==> src/rtl/mod_updown_counter.sv <==
// mod_updown_counter: up/down counter with programmable modulus, synchronous
// clear, clamped parallel load, and wrap or saturate at the limits. ovf is a
// registered one-cycle pulse on every limit event, so counters can be cascaded
// into digit chains. tc is the combinational terminal-count flag.
// Optional feature macro: COUNTER_PRESCALE_EN adds an enable prescaler that
// lets the counter step only on every PRESCALE-th enabled cycle.
module mod_updown_counter #(
  parameter int unsigned     w        = 4,
  parameter longint unsigned MOD      = 10,
  parameter int unsigned     SATURATE = 0,
  parameter int unsigned     PRESCALE = 4
) (
  input  logic         clk,
  input  logic         rst_n,
  input  logic         en,
  input  logic         up_dn,
  input  logic         clr,
  input  logic         load,
  input  logic [w-1:0] load_val,
  output logic [w-1:0] cnt,
  output logic         tc,
  output logic         ovf
);

  // Highest count value as a w-bit constant; MOD=2**w gives all-ones.
  localparam logic [w-1:0] LAST = w'(MOD - 1);

  // Reject illegal parameter sets at elaboration time.
  if (w < 1 || w > 32) begin : g_bad_w
    $error("mod_updown_counter: w must be in 1..32");
  end
  if (MOD < 2 || MOD > (64'd1 << w)) begin : g_bad_mod
    $error("mod_updown_counter: MOD must be in 2..2**w");
  end
  if (PRESCALE < 1) begin : g_bad_prescale
    $error("mod_updown_counter: PRESCALE must be >= 1");
  end

  logic step;

`ifdef COUNTER_PRESCALE_EN
  // A width of at least one bit keeps PRESCALE=1 legal; pre then stays 0.
  localparam int unsigned  PW    = (PRESCALE > 1) ? $clog2(PRESCALE) : 1;
  localparam logic [PW-1:0] PLAST = PW'(PRESCALE - 1);

  logic [PW-1:0] pre;
  logic          tick;

  assign tick = (pre == PLAST);
  assign step = en & tick;

  // Prescaler counts enabled cycles and restarts on tick, clear or load.
  always_ff @(posedge clk or negedge rst_n) begin
    if (!rst_n) begin
      pre <= '0;
    end else if (clr || load) begin
      pre <= '0;
    end else if (en) begin
      pre <= tick ? '0 : pre + 1'b1;
    end
  end
`else
  assign step = en;
`endif

  // Terminal count looks at the direction the next step would take.
  assign tc = up_dn ? (cnt == LAST) : (cnt == '0);

  // Main count register: clear beats load beats step; ovf marks limit events.
  always_ff @(posedge clk or negedge rst_n) begin
    if (!rst_n) begin
      cnt <= '0;
      ovf <= 1'b0;
    end else if (clr) begin
      cnt <= '0;
      ovf <= 1'b0;
    end else if (load) begin
      cnt <= (load_val > LAST) ? LAST : load_val;
      ovf <= 1'b0;
    end else if (step) begin
      if (up_dn) begin
        if (cnt == LAST) begin
          ovf <= 1'b1;
          if (SATURATE == 0) begin
            cnt <= '0;
          end
        end else begin
          cnt <= cnt + 1'b1;
          ovf <= 1'b0;
        end
      end else begin
        if (cnt == '0) begin
          ovf <= 1'b1;
          if (SATURATE == 0) begin
            cnt <= LAST;
          end
        end else begin
          cnt <= cnt - 1'b1;
          ovf <= 1'b0;
        end
      end
    end else begin
      ovf <= 1'b0;
    end
  end

endmodule
==> config.mk <==
export PLATFORM = sky130hd
export DESIGN_NAME = mod_updown_counter
export DESIGN_NICKNAME = d
export VERILOG_FILES = /design/src/rtl/mod_updown_counter.sv
export SDC_FILE = /design/constraint.sdc
export NUM_CORES = 1
export LEC_CHECK = 0
export BUFFER_PORTS_ARGS = -buffer_cell sky130_fd_sc_hd__clkbuf_2
export CAP_MARGIN = 20
export CORE_AREA = 4 4 41 43
export CTS_CLUSTER_SIZE = 10
export DETAILED_ROUTE_END_ITERATION = 6
export DIE_AREA = 0 0 45 47
export HOLD_SLACK_MARGIN = 0.03
export SYNTH_ARGS = -nofsm -noshare
export SYNTH_HDL_FRONTEND = slang
export SYNTH_SLANG_ARGS = --single-unit
==> constraint.sdc <==
create_clock -name clk -period 1.5 [get_ports clk]
set_input_delay 0.225 -clock clk [delete_from_list [all_inputs] [get_ports clk]]
set_output_delay 0.225 -clock clk [all_outputs]
set_load 0.02 [all_outputs]
; After elaboration in Yosys (flattened, before gate mapping)
; Index checks and enable logic that the tools add are counted.
[totals]
register_bits = 5
output_inout_bits = 6
word_cells = 22
[classes]
addsub = 2
n_lt_le_gt_ge = 1
n_eq_ne = 1
muxes = 14
reduce_logical = 2
[op_table]
columns = cell, count
row1 = $mux 4, 7
row2 = $mux 1, 7
row3 = $add 4x1->4 const B, 1
row4 = $eq 4x4->1 const B, 1
row5 = $gt 4x4->1 const B, 1
row6 = $logic_not 4->1, 1
row7 = $sub 4x1->4 const B, 1
row8 = $reduce_bool 3->1, 1

; Depth between registers and ports, before layout
; Gate-level depths: netlist of run 1.
[logic_depth]
word_depth = 6
mapped_depth = 5
ltp_nobuf = 4

; Worst setup path before layout of run 1
; OpenSTA, ideal clock, no wires.
[synth_path]
kind = flip-flop to flip-flop
startpoint = register cnt[3]
endpoint = register ovf
setup_time_ps = 80
arrival_time_ps = 1599
t_required_ps = 1420
setup_slack_ps = -179
path_stages_with_launch = 5
period_less_slack_ps = 1679
cell_sequence = dfrtp_1 -> buf_6 -> or3_1 -> a211oi_2 -> nor3b_2
[synth_between]
elab_chain_len = 6
word_cells_on_any_way = 8
cone_classes = 1 x eq/ne / 6 x mux / 1 x reduce/logical
[synth_rtl]
columns = element, line_no
row1 = "start, declared", 20  ; output logic [w-1:0] cnt,
row2 = "start signal, assigned", 78  ; cnt <= (load_val > LAST) ? LAST : load_val;
row3 = "start signal, assigned", 88  ; cnt <= cnt + 1'b1;
row4 = "start signal, assigned", 98  ; cnt <= cnt - 1'b1;
row5 = $eq 4x4->1 / $logic_not 4->1 (equally long branches), "82, 92"
row6 = $mux 1 (on tied branches), "82, 92"
row7 = $mux 1 (*), 81  ; if (up_dn) begin
row8 = $mux 1 (*), 80  ; end else if (step) begin
row9 = $mux 1 (*), 77  ; end else if (load) begin
row10 = $mux 1 (*), 74  ; end else if (clr) begin
row11 = "end signal, assigned", 76  ; ovf <= 1'b0;
row12 = "end signal, assigned", 79  ; ovf <= 1'b0;
row13 = "end signal, assigned", 83  ; ovf <= 1'b1;
row14 = "end, declared", 22  ; output logic ovf
; Every way passes the cells marked *; elsewhere a longest branch is shown, timed or not.
; A chain may end at the register's enable or synchronous reset.

; Worst setup path in the final report of run 1
[layout_path]
startpoint = register cnt[0]
endpoint = output port tc
[layout_between]
elab_chain_len = 2
word_cells_on_any_way = 3
cone_classes = 1 x eq/ne / 1 x mux / 1 x reduce/logical
[layout_rtl]
columns = element, line_no
row1 = $eq 4x4->1 / $logic_not 4->1 (equally long branches), 67  ; assign tc = up_dn ? (cnt == LAST) : (cnt == '0);
row2 = $mux 1 (*), 67
row3 = "end, declared", 21  ; output logic tc,
; Marked as above.

==> results of run 1 <==
-- through the flow --
| step | std cells | hold slack, ps | TNS (ps) | setup slack, ps | cell area (sq um) |
|---|---|---|---|---|---|
| 6_report | 90 | 218 | -177 | -177 | 637 |
| 5_1_grt | 90 | 225 | -228 | -228 | 637 |
| 4_1_cts | 89 | 221 | -166 | -166 | 611 |
| 3_5_place_dp | 82 | 42.9 | 0 | 65.8 | 551 |
| 3_3_place_gp | 82 | 44.2 | 0 | 104 | 551 |
| 2_1_floorplan | 50 | -70.6 | -23.2 | -23.2 | 437 |
-- flip-flops by register name, summed over array words and instances, names as in the netlist --
register and flops:
cnt 4, ovf 1
-- power by group through the flow --
stage | clock (uW) | sequential, uW | combinational, uW
2_1_floorplan | 0 | 163 | 86.9
3_3_place_gp | 0 | 158 | 141
3_5_place_dp | 0 | 159 | 142
4_1_cts | 157 | 153 | 161
5_1_grt | 173 | 155 | 191
6_report | 156 | 154 | 175
-- cells by family (layout without fill, tap and decap cells) --
family | Yosys count | count (layout) | synth area share
xor gates and xnor gates | 2 | 2 | 0.0414
DFF | 5 | 5 | 0.296
AOI/OAI and AO/OA | 18 | 18 | 0.320
and+or+nand+nor | 16 | 16 | 0.231
buffers and inverters | 9 | 34 | 0.112
-- worst max-delay path by stage --
stage,startpoint,endpoint,slack (ps),depth (start not counted)
final,cnt[0],tc,-180,3
after global routing,cnt[0],tc,-230,3
after CTS,cnt[0],tc,-170,3
after detailed placement,cnt[3],tc,70,3
after global placement,cnt[3],tc,100,3
after floorplan,cnt[3],ovf,-20,4
-- worst reg2reg max path, delay by kind of cell, from the launching register on --
kind / cells / cell delay, ps
buffers and inverters: 1 / 180
xor gates and xnor gates: 1 / 190
DFF: 1 / 370
AOI/OAI and AO/OA: 3 / 600
-- area by class of cell --
class,instances,area [sq um],share of cell area
timing repair buffer,26,173,0.271
sequential,5,126,0.198
tap,15,18.8,0.0295
clock buffer,4,26.3,0.0413
multi-input combinational,36,278,0.436
inverter,4,15.0,0.0236
-- metal layers --
layer | share of wire | vias to the layer above
li1 | - | 236
met1 | 0.43 | 223
met2 | 0.46 | 17
met3 | 0.056 | 7
met4 | 0.045 | 0
met5 | 0 | -
-- synthesized netlist by cell type --
library cell / count / share of area
o31a_1: 1 / 0.021
a211oi_1: 2 / 0.035
nand3_1: 2 / 0.024
a21boi_0: 1 / 0.018
xor2_1: 2 / 0.041
dfrtp_1: 5 / 0.30
nor2_1: 2 / 0.018
buf_4: 1 / 0.018
buf_6: 1 / 0.027
buf_2: 2 / 0.024
inv_1: 4 / 0.035
o21ai_0: 2 / 0.024
o21bai_1: 1 / 0.018
nand3b_1: 1 / 0.018
a311oi_1: 2 / 0.041
o32a_1: 1 / 0.024
or3_1: 3 / 0.044
nor4_1: 1 / 0.015
nand2_1: 1 / 0.0089
nor2b_1: 2 / 0.030
a211oi_2: 1 / 0.030
a31oi_1: 2 / 0.030
o2111ai_1: 1 / 0.021
nand2b_1: 3 / 0.044
o311a_1: 1 / 0.024
a21oi_1: 3 / 0.035
clkbuf_1: 1 / 0.0089
nor3b_2: 1 / 0.030
-- what timing repair did --
action | in CTS | in global routing
gates resized for setup | 2 | 3
hold buffers | 1 | 0
buffers inserted | 2 | 3
pin swaps | 0 | 6
endpoints found under the hold margin | 5 | 0
endpoints found under the setup margin | 1 | 3
-- cell usage in the layout (no fill, tap or decap) --
cell type,n
a211oi_1,2
a211oi_4,1
a21boi_0,1
a21oi_1,3
a311oi_1,2
a31oi_1,2
buf_4,9
buf_6,1
clkbuf_1,1
clkbuf_2,14
clkbuf_4,3
clkbuf_8,1
dfrtp_1,4
dfrtp_2,1
dlygate4sd3_1,1
inv_1,4
nand2_1,1
nand2b_1,3
nand3_1,2
nand3b_1,1
nor2_1,2
nor2b_1,2
nor3b_2,1
nor4_4,1
o2111ai_1,1
o21ai_0,2
o21bai_1,1
o311a_1,1
o31a_1,1
o32a_1,1
or3_1,2
or3_4,1
xor2_1,2
==> flow_metrics.py, run 1 <==
metrics = {
    "clock_network": {
        "htree_levels": 1,
        "numClockSinks": 5,
        "clk_path_buf_depth": 2,
        "numCtsBuffers": 3,
        "clock_latency_ps": 240,
        "clockRootBuffer": "clkbuf_4",
        "cts_tree": "done",
        "cts.clk_slew.worst_paths_ps": 40,
    },
    "grt": {
        "use_met2": 0.226,
        "grt_pass1_vias": 496,
        "grt_pass1_wl_um": 2060,
        "grt_use_met3": 0.0153,
        "grtUsageTotal": 0.137,
        "met1_usage": 0.152,
        "grt.overflow.total": 0,
        "grt_max_degree": 10,
        "antenna_found_initial": 0,
        "busiest_layer": "met2",
    },
    "setup_path": {
        "worstReg2RegEnd": "cnt[1]",
        "r2r-start": "cnt[0]",
        "critical_path_class": "flop to output port",
        "cp_top_family": "simple AND/OR/NAND/NOR gates",
        "path_buf_inv": 1,
        "cp_slowest_stage_delay_ps": 400,
        "startpoint_type": "flop",
        "critPathMaxFanout": 2,
        "rr_worst_depth": 5,
        "critPathCaptureType": "output port",
        "worstPathCellList": "or3_4, a211oi_4, clkbuf_8",
        "cp_slowest_cell": "or3_4",
        "arrival_ps": 1450,
        "reg2reg_slack_ps": 70,
        "worstPathRequired_ps": 1270,
    },
    "sta": {
        "worstMarginPinSlew_ps": 362,
        "slew_headroom": 0.758,
        "final_critical_path_setup_slack_ps": -177,
        "skew_ps": 0.759,
        "setup_viol": 1,
        "fmax_mhz": 596,
        "report.final.slew_viol_count": 0,
        "fin_crit_ps": 1680,
        "hold_viol": 0,
        "period_share": 1.12,
        "rsz0062_at_grt": "yes",
    },
    "outcome": {
        "status": "finished, violations left",
        "violations": "negative setup slack",
    },
    "final_layout": {
        "diodes": 0,
        "drive_above_1_share": 0.440,
        "fillerInstances": 134,
        "fin_util": 0.489,
        "area_delta_synth_final_pct": 50.6,
        "nNetsFinal": 86,
    },
    "power_and_ir_drop": {
        "power.density_nw_per_um2": 762,
        "p_switching_uw": 154,
        "swShare": 0.318,
        "ir_drop_uv": 389,
        "power_frac_comb": 0.360,
        "leakage_uw": 0.000293,
        "finalPower_uw": 485,
        "pwr-share-clk": 0.323,
        "p_int_uw": 331,
        "p_seq_frac": 0.317,
    },
    "die": {
        "coreArea_sq_um": 1300,
        "num_rows": 13,
        "die_w_um": 45,
        "die_area_sq_um": 2120,
        "die_h_um": 47,
        "initial_core_util": 0.325,
        "io_pins": 16,
    },
    "route": {
        "ant_nets": 0,
        "firstDrtPassIters": 4,
        "drcViolationCount": 0,
        "via_count": 483,
        "routedWlPerCell_um": 13.2,
        "vias_per_cell": 5.37,
        "wl_um": 1190,
        "dr.first_iter.drc_count": 4,
    },
    "worst_hold_path": {
        "hold-path-endpoint": "cnt[0]",
        "min_from": "load_val[0]",
        "hold_depth": 3,
        "min_path_type": "primary input to flop",
    },
    "placement": {
        "io_buffers": 15,
        "dp_hpwl_um": 870,
        "place_congestion": 0.779,
    },
    "logic_synthesis": {
        "ys_seq_area_frac": 0.296,
        "yosys_warnings": 0,
        "synth_seq_cells": 5,
        "synthCells": 50,
        "syn_area_sq_um": 423,
        "synth_fp_nets": 60,
        "ys_types": 28,
        "syn_avg_cell_area_sq_um": 8.46,
    },
    "run": {
        "drv_cap": 0,
    },
}
(Power assumes the default switching activity.)
==> inputs of run 2 (changes only) <==
--- a/config.mk
+++ b/config.mk
@@ -7,11 +7,14 @@
 export LEC_CHECK = 0
 export BUFFER_PORTS_ARGS = -buffer_cell sky130_fd_sc_hd__clkbuf_2
 export CAP_MARGIN = 20
-export CORE_AREA = 4 4 41 43
+export CELL_PAD_IN_SITES_DETAIL_PLACEMENT = 1
+export CELL_PAD_IN_SITES_GLOBAL_PLACEMENT = 2
+export CORE_MARGIN = 4
+export CORE_UTILIZATION = 25
 export CTS_CLUSTER_SIZE = 10
 export DETAILED_ROUTE_END_ITERATION = 6
-export DIE_AREA = 0 0 45 47
 export HOLD_SLACK_MARGIN = 0.03
+export PLACE_DENSITY_LB_ADDON = 0.1
 export SYNTH_ARGS = -nofsm -noshare
 export SYNTH_HDL_FRONTEND = slang
 export SYNTH_SLANG_ARGS = --single-unit
==> flow_metrics.py, run 2 (synthesis gave the netlist of run 1 again) <==
metrics = {
    "outcome": {
        "status": "finished, violations left",
        "violations": "negative setup slack",
    },
    "final_layout": {
        "drive_above_1_share": 0.400,
        "fin_util": 0.385,
        "final_common_cell": "clkbuf_2",
        "design_area_sq_um": 601,
        "diodes": 0,
        "area_delta_synth_final_pct": 42.0,
        "mostFrequentLayoutCells": "clkbuf_2 (14), inv_1 (4), dfrtp_1 (4), buf_4 (4)",
        "nNetsFinal": 81,
        "fillerInstances": 184,
        "top_regs": "cnt x4, ovf x1",
        "largest_register_ffs": 4,
        "top_register": "cnt",
    },
    "clock_network": {
        "clock_latency_ps": 250,
        "htree_levels": 1,
        "clockRootBuffer": "clkbuf_4",
        "cts.clk_slew.worst_paths_ps": 40,
        "numCtsBuffers": 3,
        "clk_path_buf_depth": 2,
        "numClockSinks": 5,
        "cts_tree": "done",
    },
    "setup_path": {
        "worstPathRequired_ps": 1270,
        "critPathCaptureType": "output port",
        "startpoint_type": "flop",
        "crit_end": "tc",
        "reg2reg_slack_ps": 60,
        "setup.worst_path.start": "cnt[0]",
        "rr_worst_depth": 5,
        "critPathMaxFanout": 2,
        "r2r-start": "cnt[3]",
        "critical_path_class": "flop to output port",
        "worstReg2RegEnd": "cnt[1]",
        "arrival_ps": 1460,
    },
    "power_and_ir_drop": {
        "ir_drop_uv": 287,
        "leakage_uw": 0.000270,
        "power.density_nw_per_um2": 800,
    },
    "die": {
        "io_pins": 16,
        "initial_core_util": 0.271,
        "coreArea_sq_um": 1560,
        "die_h_um": 49.1,
        "die_w_um": 49.1,
        "die_area_sq_um": 2410,
        "num_rows": 14,
    },
    "sta": {
        "fmax_mhz": 592,
        "period_share": 1.13,
        "fin_setup_tns_ps": -188,
        "skew_ps": 0.898,
        "slew_headroom": 0.794,
        "report.final.slew_viol_count": 0,
        "worstMarginPinSlew_ps": 308,
        "fin_crit_ps": 1690,
        "final_critical_path_setup_slack_ps": -188,
        "rsz0062_at_grt": "yes",
        "hold_viol": 0,
        "setup_viol": 1,
    },
    "route": {
        "via_count": 457,
        "dr.first_iter.drc_count": 1,
        "wl_met3_um": 62,
        "drcViolationCount": 0,
        "wl_met2_um": 621,
        "ant_nets": 0,
        "wl_um": 1330,
        "wl_met1_um": 580,
        "routedWlPerCell_um": 15.4,
        "dr.max_layer_used": "met4",
        "firstDrtPassIters": 4,
        "vias_per_cell": 5.31,
    },
    "grt": {
        "grt_max_degree": 12,
        "grt.overflow.total": 0,
        "grt_pass1_vias": 475,
        "antenna_found_initial": 0,
        "grt_pass1_wl_um": 2210,
        "grtUsageTotal": 0.128,
    },
    "placement": {
        "placed_area_sq_um": 542,
        "dp_hpwl_um": 979,
        "place_congestion": 0.692,
        "io_buffers": 15,
    },
    "run": {
        "drv_cap": 0,
    },
    "worst_hold_path": {
        "min_path_type": "primary input to flop",
    },
}
-- run 2: timing repair --
action,CTS,global route
gates resized for setup,2,1
endpoints found under the hold margin,5,0
endpoints found under the setup margin,1,2
setup buffers,1,0
hold buffers,1,0
pin swaps,0,1
cloned,0,0
-- run 2: where the power goes --
group	internal (uW)	switching [uW]
registers	144	13.7
clock network	101	62.3
logic	76.7	82.5
-- run 2: worst max-delay path, cell delays in order (launching register included) --
cell      delay [ps]
dfrtp_1          410
or3_4            410
a211oi_4         220
clkbuf_8         180
-- run 2: worst min-delay path by stage --
stage	from	endpoint	cells past startpoint
6_report	clr	ovf	2
5_1_grt	clr	ovf	2
4_1_cts	clr	ovf	2
3_5_place_dp	rst_n	ovf	1
3_3_place_gp	rst_n	cnt[2]	1
2_1_floorplan	rst_n	cnt[0]	0
-- run 2: routing by layer --
layer  up-vias  track usage
li1        222            -
met1       212        0.145
met2        18        0.194
met3         5       0.0275
met4         0        0.128
met5         -            0
-- run 2: area by class of cell --
class                   instances  area, sq um  share of cell area
multi-input cells              36          269               0.448
repair buffers                 21          144               0.240
flip-flops and latches          5          126               0.210
clock buffers                   4         26.3              0.0438
well taps                      16         20.0              0.0333
inverters                       4         15.0              0.0250
-- run 2: metrics by stage --
step | hold WS [ps] | power (uW) | cells | setup slack (ps)
2_1_floorplan | -70.6 | 250 | 50 | -23.2
3_3_place_gp | 47.2 | 304 | 80 | 46.2
3_5_place_dp | 47.4 | 304 | 80 | 68.7
4_1_cts | 212 | 482 | 86 | -199
5_1_grt | 227 | 505 | 86 | -243
6_report | 211 | 480 | 86 | -188
